File: config.mk
export PLATFORM = sky130hd
export DESIGN_NAME = radix4_divider
export DESIGN_NICKNAME = d
export VERILOG_FILES = /design/src/rtl/muldiv_pkg.sv /design/src/rtl/radix4_digit_select.sv /design/src/rtl/radix4_divider.sv
export SDC_FILE = /design/constraint.sdc
export NUM_CORES = 1
export LEC_CHECK = 0
export BUFFER_PORTS_ARGS = -buffer_cell sky130_fd_sc_hd__buf_2
export CAP_MARGIN = 5
export CORE_ASPECT_RATIO = 1.5
export CORE_MARGIN = 5
export CORE_UTILIZATION = 30
export CTS_CLUSTER_SIZE = 28
export DETAILED_ROUTE_END_ITERATION = 8
export GPL_TIMING_DRIVEN = 0
export PLACE_DENSITY_LB_ADDON = 0.1
export SYNTH_ARGS = -nofsm -noshare
export SYNTH_HDL_FRONTEND = slang
export SYNTH_SLANG_ARGS = --single-unit
export TNS_END_PERCENT = 1
File: constraint.sdc
create_clock -name clk -period 6.4 [get_ports clk]
set_input_delay 0.32 -clock clk [delete_from_list [all_inputs] [get_ports clk]]
set_output_delay 0.32 -clock clk [all_outputs]
set_load 0.05 [all_outputs]
File: src/rtl/muldiv_pkg.sv
// Shared definitions for the multiply/divide unit: divider state encoding and default width.
package muldiv_pkg;

    localparam int unsigned DIV_WIDTH = 32;

    localparam logic [1:0] DIV_IDLE = 2'd0;
    localparam logic [1:0] DIV_RUN  = 2'd1;
    localparam logic [1:0] DIV_DONE = 2'd2;

endpackage

File: src/rtl/radix4_digit_select.sv
// Radix-4 restoring digit selection: picks the largest multiple of the divisor
// not exceeding the partial remainder and returns the digit and the new remainder.
module radix4_digit_select
    import muldiv_pkg::*;
#(
    parameter int unsigned WIDTH = DIV_WIDTH
) (
    input  logic [WIDTH+1:0] p,
    input  logic [WIDTH+1:0] d1,
    input  logic [WIDTH+1:0] d2,
    input  logic [WIDTH+1:0] d3,
    output logic [1:0]       digit,
    output logic [WIDTH-1:0] rem_next
);

    localparam int unsigned PW = WIDTH + 2;

    logic [PW-1:0] sub;

    always_comb begin
        digit = 2'd0;
        sub   = '0;
        if (p >= d3) begin
            digit = 2'd3;
            sub   = d3;
        end else if (p >= d2) begin
            digit = 2'd2;
            sub   = d2;
        end else if (p >= d1) begin
            digit = 2'd1;
            sub   = d1;
        end
        // Result is below the divisor, so the top two bits are always zero.
        rem_next = WIDTH'(p - sub);
    end

endmodule

File: src/rtl/radix4_divider.sv
// Unsigned iterative radix-4 restoring divider; retires two quotient bits per cycle.
// Responder on the mul/div unit's divide handshake.
module radix4_divider
    import muldiv_pkg::*;
#(
    parameter int unsigned WIDTH = DIV_WIDTH
) (
    input  logic             clk,
    input  logic             rst,
    input  logic [WIDTH-1:0] dividend,
    input  logic [WIDTH-1:0] divisor,
    input  logic             input_valid,
    output logic [WIDTH-1:0] quotient,
    output logic [WIDTH-1:0] remainder,
    output logic             output_valid,
    output logic             busy
);

    localparam int unsigned ITER  = WIDTH / 2;
    localparam int unsigned CNT_W = (ITER > 1) ? $clog2(ITER) : 1;
    localparam int unsigned PW    = WIDTH + 2;

    logic [1:0]       state, state_next;
    logic [CNT_W-1:0] cnt;
    logic [WIDTH-1:0] rem, quo;
    logic [PW-1:0]    d1, d2, d3;
    logic [PW-1:0]    div_ext;
    logic [PW-1:0]    p;
    logic [1:0]       digit;
    logic [WIDTH-1:0] rem_next;
    logic             load, step;

    assign div_ext = {2'b00, divisor};
    assign p       = {rem, quo[WIDTH-1:WIDTH-2]};

    radix4_digit_select #(.WIDTH(WIDTH)) u_digit_select (
        .p        (p),
        .d1       (d1),
        .d2       (d2),
        .d3       (d3),
        .digit    (digit),
        .rem_next (rem_next)
    );

    always_ff @(posedge clk) begin
        if (rst) state <= DIV_IDLE;
        else     state <= state_next;
    end

    always_comb begin
        state_next = state;
        case (state)
            DIV_IDLE: if (input_valid) state_next = DIV_RUN;
            DIV_RUN:  if (cnt == '0)   state_next = DIV_DONE;
            DIV_DONE: state_next = DIV_IDLE;
            default:  state_next = DIV_IDLE;
        endcase
    end

    always_comb begin
        load         = 1'b0;
        step         = 1'b0;
        output_valid = 1'b0;
        busy         = 1'b0;
        case (state)
            DIV_IDLE: load = input_valid;
            DIV_RUN: begin
                step = 1'b1;
                busy = 1'b1;
            end
            DIV_DONE: begin
                output_valid = 1'b1;
                busy         = 1'b1;
            end
            default: ;
        endcase
    end

    // Operand latch and one radix-4 iteration per RUN cycle.
    always_ff @(posedge clk) begin
        if (rst) begin
            rem <= '0;
            quo <= '0;
            d1  <= '0;
            d2  <= '0;
            d3  <= '0;
            cnt <= '0;
        end else if (load) begin
            rem <= '0;
            quo <= dividend;
            d1  <= div_ext;
            d2  <= div_ext << 1;
            d3  <= div_ext + (div_ext << 1);
            cnt <= CNT_W'(ITER - 1);
        end else if (step) begin
            rem <= rem_next;
            quo <= {quo[WIDTH-3:0], digit};
            if (cnt != '0) cnt <= cnt - 1'b1;
        end
    end

    assign quotient  = quo;
    assign remainder = rem;

endmodule
Yosys cells after proc, flatten, opt, wreduce, memory -nomap -nowiden
Index checks and enable logic that the tools add are counted.
{"block": "totals", "register_bits": 136, "out_inout_bits": 66}
{"block": "classes", "n_addsub": 3, "n_lt_le_gt_ge": 3, "n_eq_ne": 4, "mux": 18, "reduce_logical": 9}
{"op": "$mux W32", "count": 5}
{"op": "$add A32 B33 Y34", "count": 1}
{"op": "$ge A34 B32 Y1", "count": 1}
{"op": "$ge A34 B33 Y1", "count": 1}
{"op": "$ge A34 B34 Y1", "count": 1}
{"op": "$sub A32 B32 Y32", "count": 1}
{"op": "$mux W4", "count": 3}
{"op": "$mux W2", "count": 4}
{"op": "$mux W1", "count": 5}
{"op": "$logic_not A4 Y1", "count": 1}
{"op": "$ne A2 B2 Y1 const B", "count": 2}
{"op": "$pmux W2 S2", "count": 1}
{"op": "$reduce_and A2 Y1", "count": 2}
{"op": "$reduce_bool A2 Y1", "count": 2}
{"op": "$reduce_bool A4 Y1", "count": 1}
{"op": "$reduce_or A2 Y1", "count": 2}
{"op": "$sub A4 B1 Y4 const B", "count": 1}
{"op": "$eq A2 B1 Y1 const B", "count": 1}
{"op": "$eq A2 B2 Y1 const B", "count": 1}
{"op": "$logic_not A2 Y1", "count": 1}

Longest topological paths before layout
{"block": "logic_depth", "word_depth": 6, "depth_mapped": 24, "depth_no_buf": 23}

Hierarchy
A second synthesis with hierarchy kept.
{"block": "hier_totals", "hier_cells": 1430, "hier_area_um2": 11354.6}
{"mod": "radix4_divider", "instances": 1, "cells_each": 798, "area_each_um2": 6752.7, "seq_area_each_um2": 2702.6}
{"mod": "radix4_digit_select", "instances": 1, "cells_each": 632, "area_each_um2": 4601.9, "seq_area_each_um2": 0.0}

Worst setup path before layout
OpenSTA, ideal clock, no wires.
{"block": "synth_path", "kind": "register to register", "start": "reg quo[30], in the netlist quotient[30]", "end": "reg rem[26], in the netlist remainder[26]", "setup_time_ps": 128, "t_arrival_ps": 5380, "slack_ps": 893, "stages_incl_launch_ff": 22, "n_path_buf": 1, "period_less_slack_ps": 5507, "cell_sequence": "dfxtp_1 > inv_1 > ha_1 > nor2b_1 > o21ai_1 > a2111oi_0 > o31ai_1 > a2111o_1 > a211oi_2 > buf_2 > mux2i_1 > ha_1 > a2111o_1 > o21ba_2 > o32ai_1 > a221oi_1 > o21bai_1 > a211oi_2 > o21ai_0 > xor2_1 > mux2i_1 > nor2_1"}
{"block": "synth_via", "elab_chain_len": 5}
{"item": "start: declaration", "line": "radix4_divider.sv:25", "text": "logic [WIDTH-1:0] rem, quo;"}
{"item": "start signal: assignment", "line": "radix4_divider.sv:90", "text": "quo <= dividend;"}
{"item": "start signal: assignment", "line": "radix4_divider.sv:97", "text": "quo <= {quo[WIDTH-3:0], digit};"}
{"item": "$ge A34 B32 Y1", "line": "radix4_digit_select.sv:29", "text": "end else if (p >= d1) begin"}
{"item": "$mux W32", "line": "radix4_digit_select.sv:29"}
{"item": "$mux W32", "line": "radix4_digit_select.sv:26", "text": "end else if (p >= d2) begin"}
{"item": "$mux W32", "line": "radix4_digit_select.sv:23", "text": "if (p >= d3) begin"}
{"item": "$sub A32 B32 Y32 (*)", "line": "radix4_digit_select.sv:34", "text": "rem_next = WIDTH'(p - sub);"}
{"item": "end signal: assignment", "line": "radix4_divider.sv:96", "text": "rem <= rem_next;"}
{"item": "end: declaration", "line": "radix4_divider.sv:25"}
Every way passes the cells marked *; elsewhere a longest branch is shown, timed or not.
A chain may end at the register's enable or synchronous reset.

Worst setup path in the final report
Same ends and word-level chain as after synthesis.

==> metrics.txt <==
# TYPE chip_impl_metric gauge
chip_impl_metric{name="detail_route.wl_per_cell",unit="µm"} 18.4
chip_impl_info{name="crit_path_end_kind",value="flip-flop"} 1
chip_impl_metric{name="grt_pass1_vias",unit=""} 10700
chip_impl_metric{name="cp_max_fo",unit=""} 10
chip_impl_info{name="post_synth_most_frequent_cells",value="sky130_fd_sc_hd__nand2_1 (177), sky130_fd_sc_hd__ha_1 (166), sky130_fd_sc_hd__a21oi_1 (136), sky130_fd_sc_hd__dfxtp_1 (135), sky130_fd_sc_hd__nor2_1 (120)"} 1
chip_impl_metric{name="edff_count_synth",unit=""} 0
chip_impl_metric{name="muxShareOfSynthArea",unit="%"} 7.68
chip_impl_info{name="tritoncts",value="built"} 1
chip_impl_metric{name="timing.final.setup_violations",unit=""} 0
chip_impl_metric{name="routed-via-count",unit=""} 10200
chip_impl_metric{name="synth-warning-count",unit=""} 0
chip_impl_info{name="critical_path.reg2reg.startpoint",value="quotient[30]"} 1
chip_impl_metric{name="antenna-diode-count",unit=""} 0
chip_impl_metric{name="clk_latency",unit="ps"} 450
chip_impl_metric{name="yosysSeqAreaShare",unit="%"} 24.7
chip_impl_metric{name="drive_gt1_share",unit="%"} 12.5
chip_impl_metric{name="htree_num_levels",unit=""} 4
chip_impl_metric{name="worst-endpoint-arrival",unit="ps"} 6240
chip_impl_metric{name="mappedNetlistNets",unit=""} 1618
chip_impl_metric{name="cts_hold_repair.buffers",unit=""} 0
chip_impl_info{name="hp-start",value="dividend[1]"} 1
chip_impl_metric{name="fin_worst_skew",unit="ps"} 11.6
chip_impl_metric{name="cts.sinks",unit=""} 135
chip_impl_metric{name="timing.final.crit_period",unit="ps"} 5920
chip_impl_metric{name="worst_slew_pin_slew",unit="ps"} 935
chip_impl_metric{name="sequentialPowerShare",unit="%"} 18.2
chip_impl_metric{name="distinct_cell_type_count_of_the_synthesized_netlist",unit=""} 61
chip_impl_metric{name="syn-mean-instance-area",unit="µm²"} 7.92
chip_impl_metric{name="drcViolationCount",unit=""} 0
chip_impl_metric{name="numPortBuffers",unit=""} 132
chip_impl_metric{name="pwr-share-clk",unit="%"} 16.0
chip_impl_metric{name="synth_register_bits",unit=""} 135
chip_impl_metric{name="global_route_total_usage_across_every_layer",unit="%"} 18.4
chip_impl_metric{name="cts_buffers",unit=""} 17
chip_impl_metric{name="yosys.area_share.simple",unit="%"} 15.9
chip_impl_info{name="cts_root_buf",value="sky130_fd_sc_hd__clkbuf_16"} 1
chip_impl_metric{name="ir_worst_vdd",unit="mV"} 0.250
chip_impl_metric{name="mapped_cells",unit=""} 1383
chip_impl_info{name="main_combinational_cell_family_by_area_after_synthesis",value="compound AO/OA/AOI/OAI gates"} 1
chip_impl_metric{name="finalNetCount",unit=""} 1774
chip_impl_metric{name="route.antenna.remaining_nets",unit=""} 0
chip_impl_metric{name="clk_pin_slew_worst_paths",unit="ps"} 60
chip_impl_metric{name="pre_cts_slack",unit="ps"} -803
chip_impl_metric{name="sw_frac_of_total",unit="%"} 49.5
chip_impl_metric{name="grt_first_pass_wirelength",unit="µm"} 58700
chip_impl_metric{name="grt_antenna_before_repair",unit=""} 3
chip_impl_metric{name="switching_power",unit="µW"} 3520
chip_impl_metric{name="leakage",unit="µW"} 0.00583
chip_impl_metric{name="ctsLongestPathBuffers",unit=""} 2
chip_impl_metric{name="max_clock_freq",unit="GHz"} 0.169
chip_impl_info{name="worst_r2r_endpoint",value="remainder[26]"} 1
chip_impl_metric{name="synth_xor_area_share",unit="%"} 4.08
chip_impl_metric{name="detail_route.iter0.violations",unit=""} 360
chip_impl_metric{name="rows",unit=""} 85
chip_impl_metric{name="worst_ep_required_time",unit="ps"} 6720
chip_impl_info{name="outcome",value="finished, final reports clean"} 1
chip_impl_metric{name="route.final.wire_length",unit="µm"} 37400
chip_impl_metric{name="dieWidth",unit="µm"} 166
chip_impl_metric{name="area_growth_syn_to_layout",unit="%"} 18.7
chip_impl_info{name="timing.critical_path.from_type",value="flip-flop"} 1
chip_impl_metric{name="num-fill-cells",unit=""} 3866
chip_impl_metric{name="power_density_cells",unit="nW/µm²"} 547
chip_impl_metric{name="ioPinCount",unit=""} 133
chip_impl_info{name="synth_top_cells_by_area",value="sky130_fd_sc_hd__dfxtp_1 (25%), sky130_fd_sc_hd__ha_1 (19%), sky130_fd_sc_hd__mux2i_1 (7.7%)"} 1
chip_impl_metric{name="area_fraction_in_compound_gates_after_synthesis",unit="%"} 23.0
chip_impl_metric{name="setup-tns-final",unit="ps"} 0
chip_impl_metric{name="netlist_area",unit="µm²"} 11000
chip_impl_metric{name="reg2reg_setup_slack",unit="ps"} 480
chip_impl_metric{name="synthDominantCellAreaShare",unit="%"} 24.7
chip_impl_info{name="endpoint",value="remainder[26]"} 1
chip_impl_metric{name="slew-limit-headroom",unit="%"} 37.6
chip_impl_metric{name="cap_viol_max_count",unit=""} 0
chip_impl_metric{name="ys_async_sr_fraction",unit="%"} 0
chip_impl_metric{name="timing.final.hold_violations",unit=""} 0
chip_impl_metric{name="worstRegToRegCells",unit=""} 22
chip_impl_info{name="synth_most_common_cell",value="sky130_fd_sc_hd__nand2_1"} 1
chip_impl_metric{name="vias_per_cell",unit=""} 5.03
chip_impl_metric{name="core_area",unit="µm²"} 36100
chip_impl_metric{name="half_perimeter_wire_length_after_detailed_placement",unit="µm"} 30600
chip_impl_metric{name="design.die.area",unit="µm²"} 40500
chip_impl_metric{name="grt_overflow",unit=""} 0
chip_impl_metric{name="drt_pass1_iterations",unit=""} 5
chip_impl_metric{name="comb_power_share",unit="%"} 65.8
chip_impl_metric{name="floorplan.initialDensity",unit="%"} 30.4
chip_impl_metric{name="grt_max_degree",unit=""} 17
chip_impl_metric{name="gpl.final_weighted_congestion",unit=""} 0.896
chip_impl_info{name="synth_flop_cell",value="sky130_fd_sc_hd__dfxtp_1"} 1
chip_impl_info{name="synth_area_leader_cell",value="sky130_fd_sc_hd__dfxtp_1"} 1
chip_impl_info{name="launching_element_of_the_worst_setup_path",value="quotient[30]"} 1
chip_impl_metric{name="worstHoldPathCells",unit=""} 3
chip_impl_metric{name="final_cycle_utilization_of_the_critical_path",unit="%"} 92.5
chip_impl_metric{name="die_y",unit="µm"} 244
chip_impl_metric{name="synth_adder_area_share",unit="%"} 19.3
chip_impl_metric{name="fin_ws",unit="ps"} 478
chip_impl_metric{name="timing_max_transition_violations_final",unit=""} 0
chip_impl_info{name="class_of_the_tightest_hold_or_removal_check",value="input port to flip-flop"} 1
chip_impl_info{name="worst-setup-path-type",value="flip-flop to flip-flop"} 1
chip_impl_metric{name="intPower",unit="µW"} 3590
==> flip-flops by register name, indices dropped and copies added (netlist names) <==
register / flops
d3: 34
quotient: 32
remainder: 32
d2: 31
cnt: 4
state: 2
==> power by group through the flow <==
stage	registers [µW]	logic (µW)	clock network [µW]
after global placement	1310	4530	0
after floorplan	1590	3090	0
after global routing	1330	5230	1190
after CTS	1300	4680	1160
final	1290	4680	1140
after detailed placement	1310	4550	0
==> how the worst min path moves through the flow <==
stage	to	slack, ps
finish	quotient[1]	120
global route	quotient[1]	120
CTS	quotient[0]	90
detailed placement	d2[2]	450
global placement	d2[2]	450
floorplan	d2[2]	440
==> through the flow <==
stage	hold slack, ps	instance area (µm²)	utilization, %	instances	total power [µW]
2_1_floorplan	436	11000	-	1383	4680
3_3_place_gp	449	12200	33.9	1993	5840
3_5_place_dp	449	12200	33.9	1993	5860
4_1_cts	90.4	12900	35.9	2029	7140
5_1_grt	121	13000	36.1	2030	7750
6_report	121	13000	36.1	2030	7110
==> cell families (layout without fill, tap and decap cells) <==
| family | Yosys count | after routing |
|---|---|---|
| DFF | 135 | 135 |
| buffers and inverters | 156 | 325 |
| and+or+nand+nor | 398 | 398 |
| muxes | 84 | 84 |
| xor gates and xnor gates | 51 | 51 |
| AOI/OAI and AO/OA | 391 | 391 |
| adders and majority gates | 168 | 168 |
==> metal layers <==
| metal | wire [µm] | up-vias | global-route usage (%) |
|---|---|---|---|
| met5 | 21 | - | 0 |
| met4 | 1290 | 4 | 7.14 |
| met3 | 1370 | 52 | 3.25 |
| met2 | 18800 | 182 | 33.5 |
| met1 | 15900 | 4676 | 21.2 |
| li1 | - | 5287 | - |
==> area by class of cell <==
class / count / area, µm² / area share, %
Multi-Input combinational cell: 1092 / 7730 / 59.5
Sequential cell: 135 / 2710 / 20.8
Timing Repair Buffer: 137 / 711 / 5.47
Tap cell: 478 / 598 / 4.60
Clock buffer: 20 / 457 / 3.51
Inverter: 93 / 349 / 2.69
Buffer: 63 / 249 / 1.92
Clock inverter: 12 / 199 / 1.53
==> cell usage in the layout (no fill, tap or decap), types with 5 or more instances in the layout <==
cell and instances:
sky130_fd_sc_hd__nand2_1 177, sky130_fd_sc_hd__ha_1 166, sky130_fd_sc_hd__a21oi_1 136, sky130_fd_sc_hd__buf_2 135
sky130_fd_sc_hd__dfxtp_1 133, sky130_fd_sc_hd__nor2_1 120, sky130_fd_sc_hd__inv_1 93, sky130_fd_sc_hd__mux2i_1 83
sky130_fd_sc_hd__a211oi_1 50, sky130_fd_sc_hd__clkbuf_1 48, sky130_fd_sc_hd__a21o_1 44, sky130_fd_sc_hd__o21ai_0 41
sky130_fd_sc_hd__xnor2_1 34, sky130_fd_sc_hd__o22ai_1 33, sky130_fd_sc_hd__nand4_1 18, sky130_fd_sc_hd__nand3_1 17
sky130_fd_sc_hd__xor2_1 17, sky130_fd_sc_hd__clkbuf_16 17, sky130_fd_sc_hd__nor2b_1 13, sky130_fd_sc_hd__nor3_1 10
sky130_fd_sc_hd__o21a_1 10, sky130_fd_sc_hd__buf_1 10, sky130_fd_sc_hd__and3_1 9, sky130_fd_sc_hd__a31oi_1 9
sky130_fd_sc_hd__o21bai_1 9, sky130_fd_sc_hd__o211ai_1 8, sky130_fd_sc_hd__nand3b_1 8, sky130_fd_sc_hd__nand2b_1 7
sky130_fd_sc_hd__o31ai_1 5, sky130_fd_sc_hd__bufinv_16 5
==> worst max-delay path, stage by stage (launching register included) <==
cell                        delay (ps)
sky130_fd_sc_hd__dfxtp_2           390
sky130_fd_sc_hd__inv_1              80
sky130_fd_sc_hd__ha_1              290
sky130_fd_sc_hd__nor2b_1           160
sky130_fd_sc_hd__o21ai_1           130
sky130_fd_sc_hd__a2111oi_2         410
sky130_fd_sc_hd__o31ai_1           170
sky130_fd_sc_hd__a2111o_1          550
sky130_fd_sc_hd__a211oi_4          280
sky130_fd_sc_hd__buf_12            160
sky130_fd_sc_hd__clkbuf_4          250
sky130_fd_sc_hd__mux2i_2           280
sky130_fd_sc_hd__ha_1              320
sky130_fd_sc_hd__a2111o_1          440
sky130_fd_sc_hd__o21ba_2           280
sky130_fd_sc_hd__o32ai_1           140
sky130_fd_sc_hd__a221oi_2          340
sky130_fd_sc_hd__o21bai_1          190
sky130_fd_sc_hd__a211oi_4          390
sky130_fd_sc_hd__o21ai_0           180
sky130_fd_sc_hd__xor2_1            160
sky130_fd_sc_hd__mux2i_1           140
sky130_fd_sc_hd__nor2_1             50
==> repair_timing <==
action	in CTS	in global routing
setup buffers	4	1
gates resized for setup	6	13
setup endpoints to repair	15	12
pin swaps	2	2
Note: power is estimated with default switching activity, not from simulation.
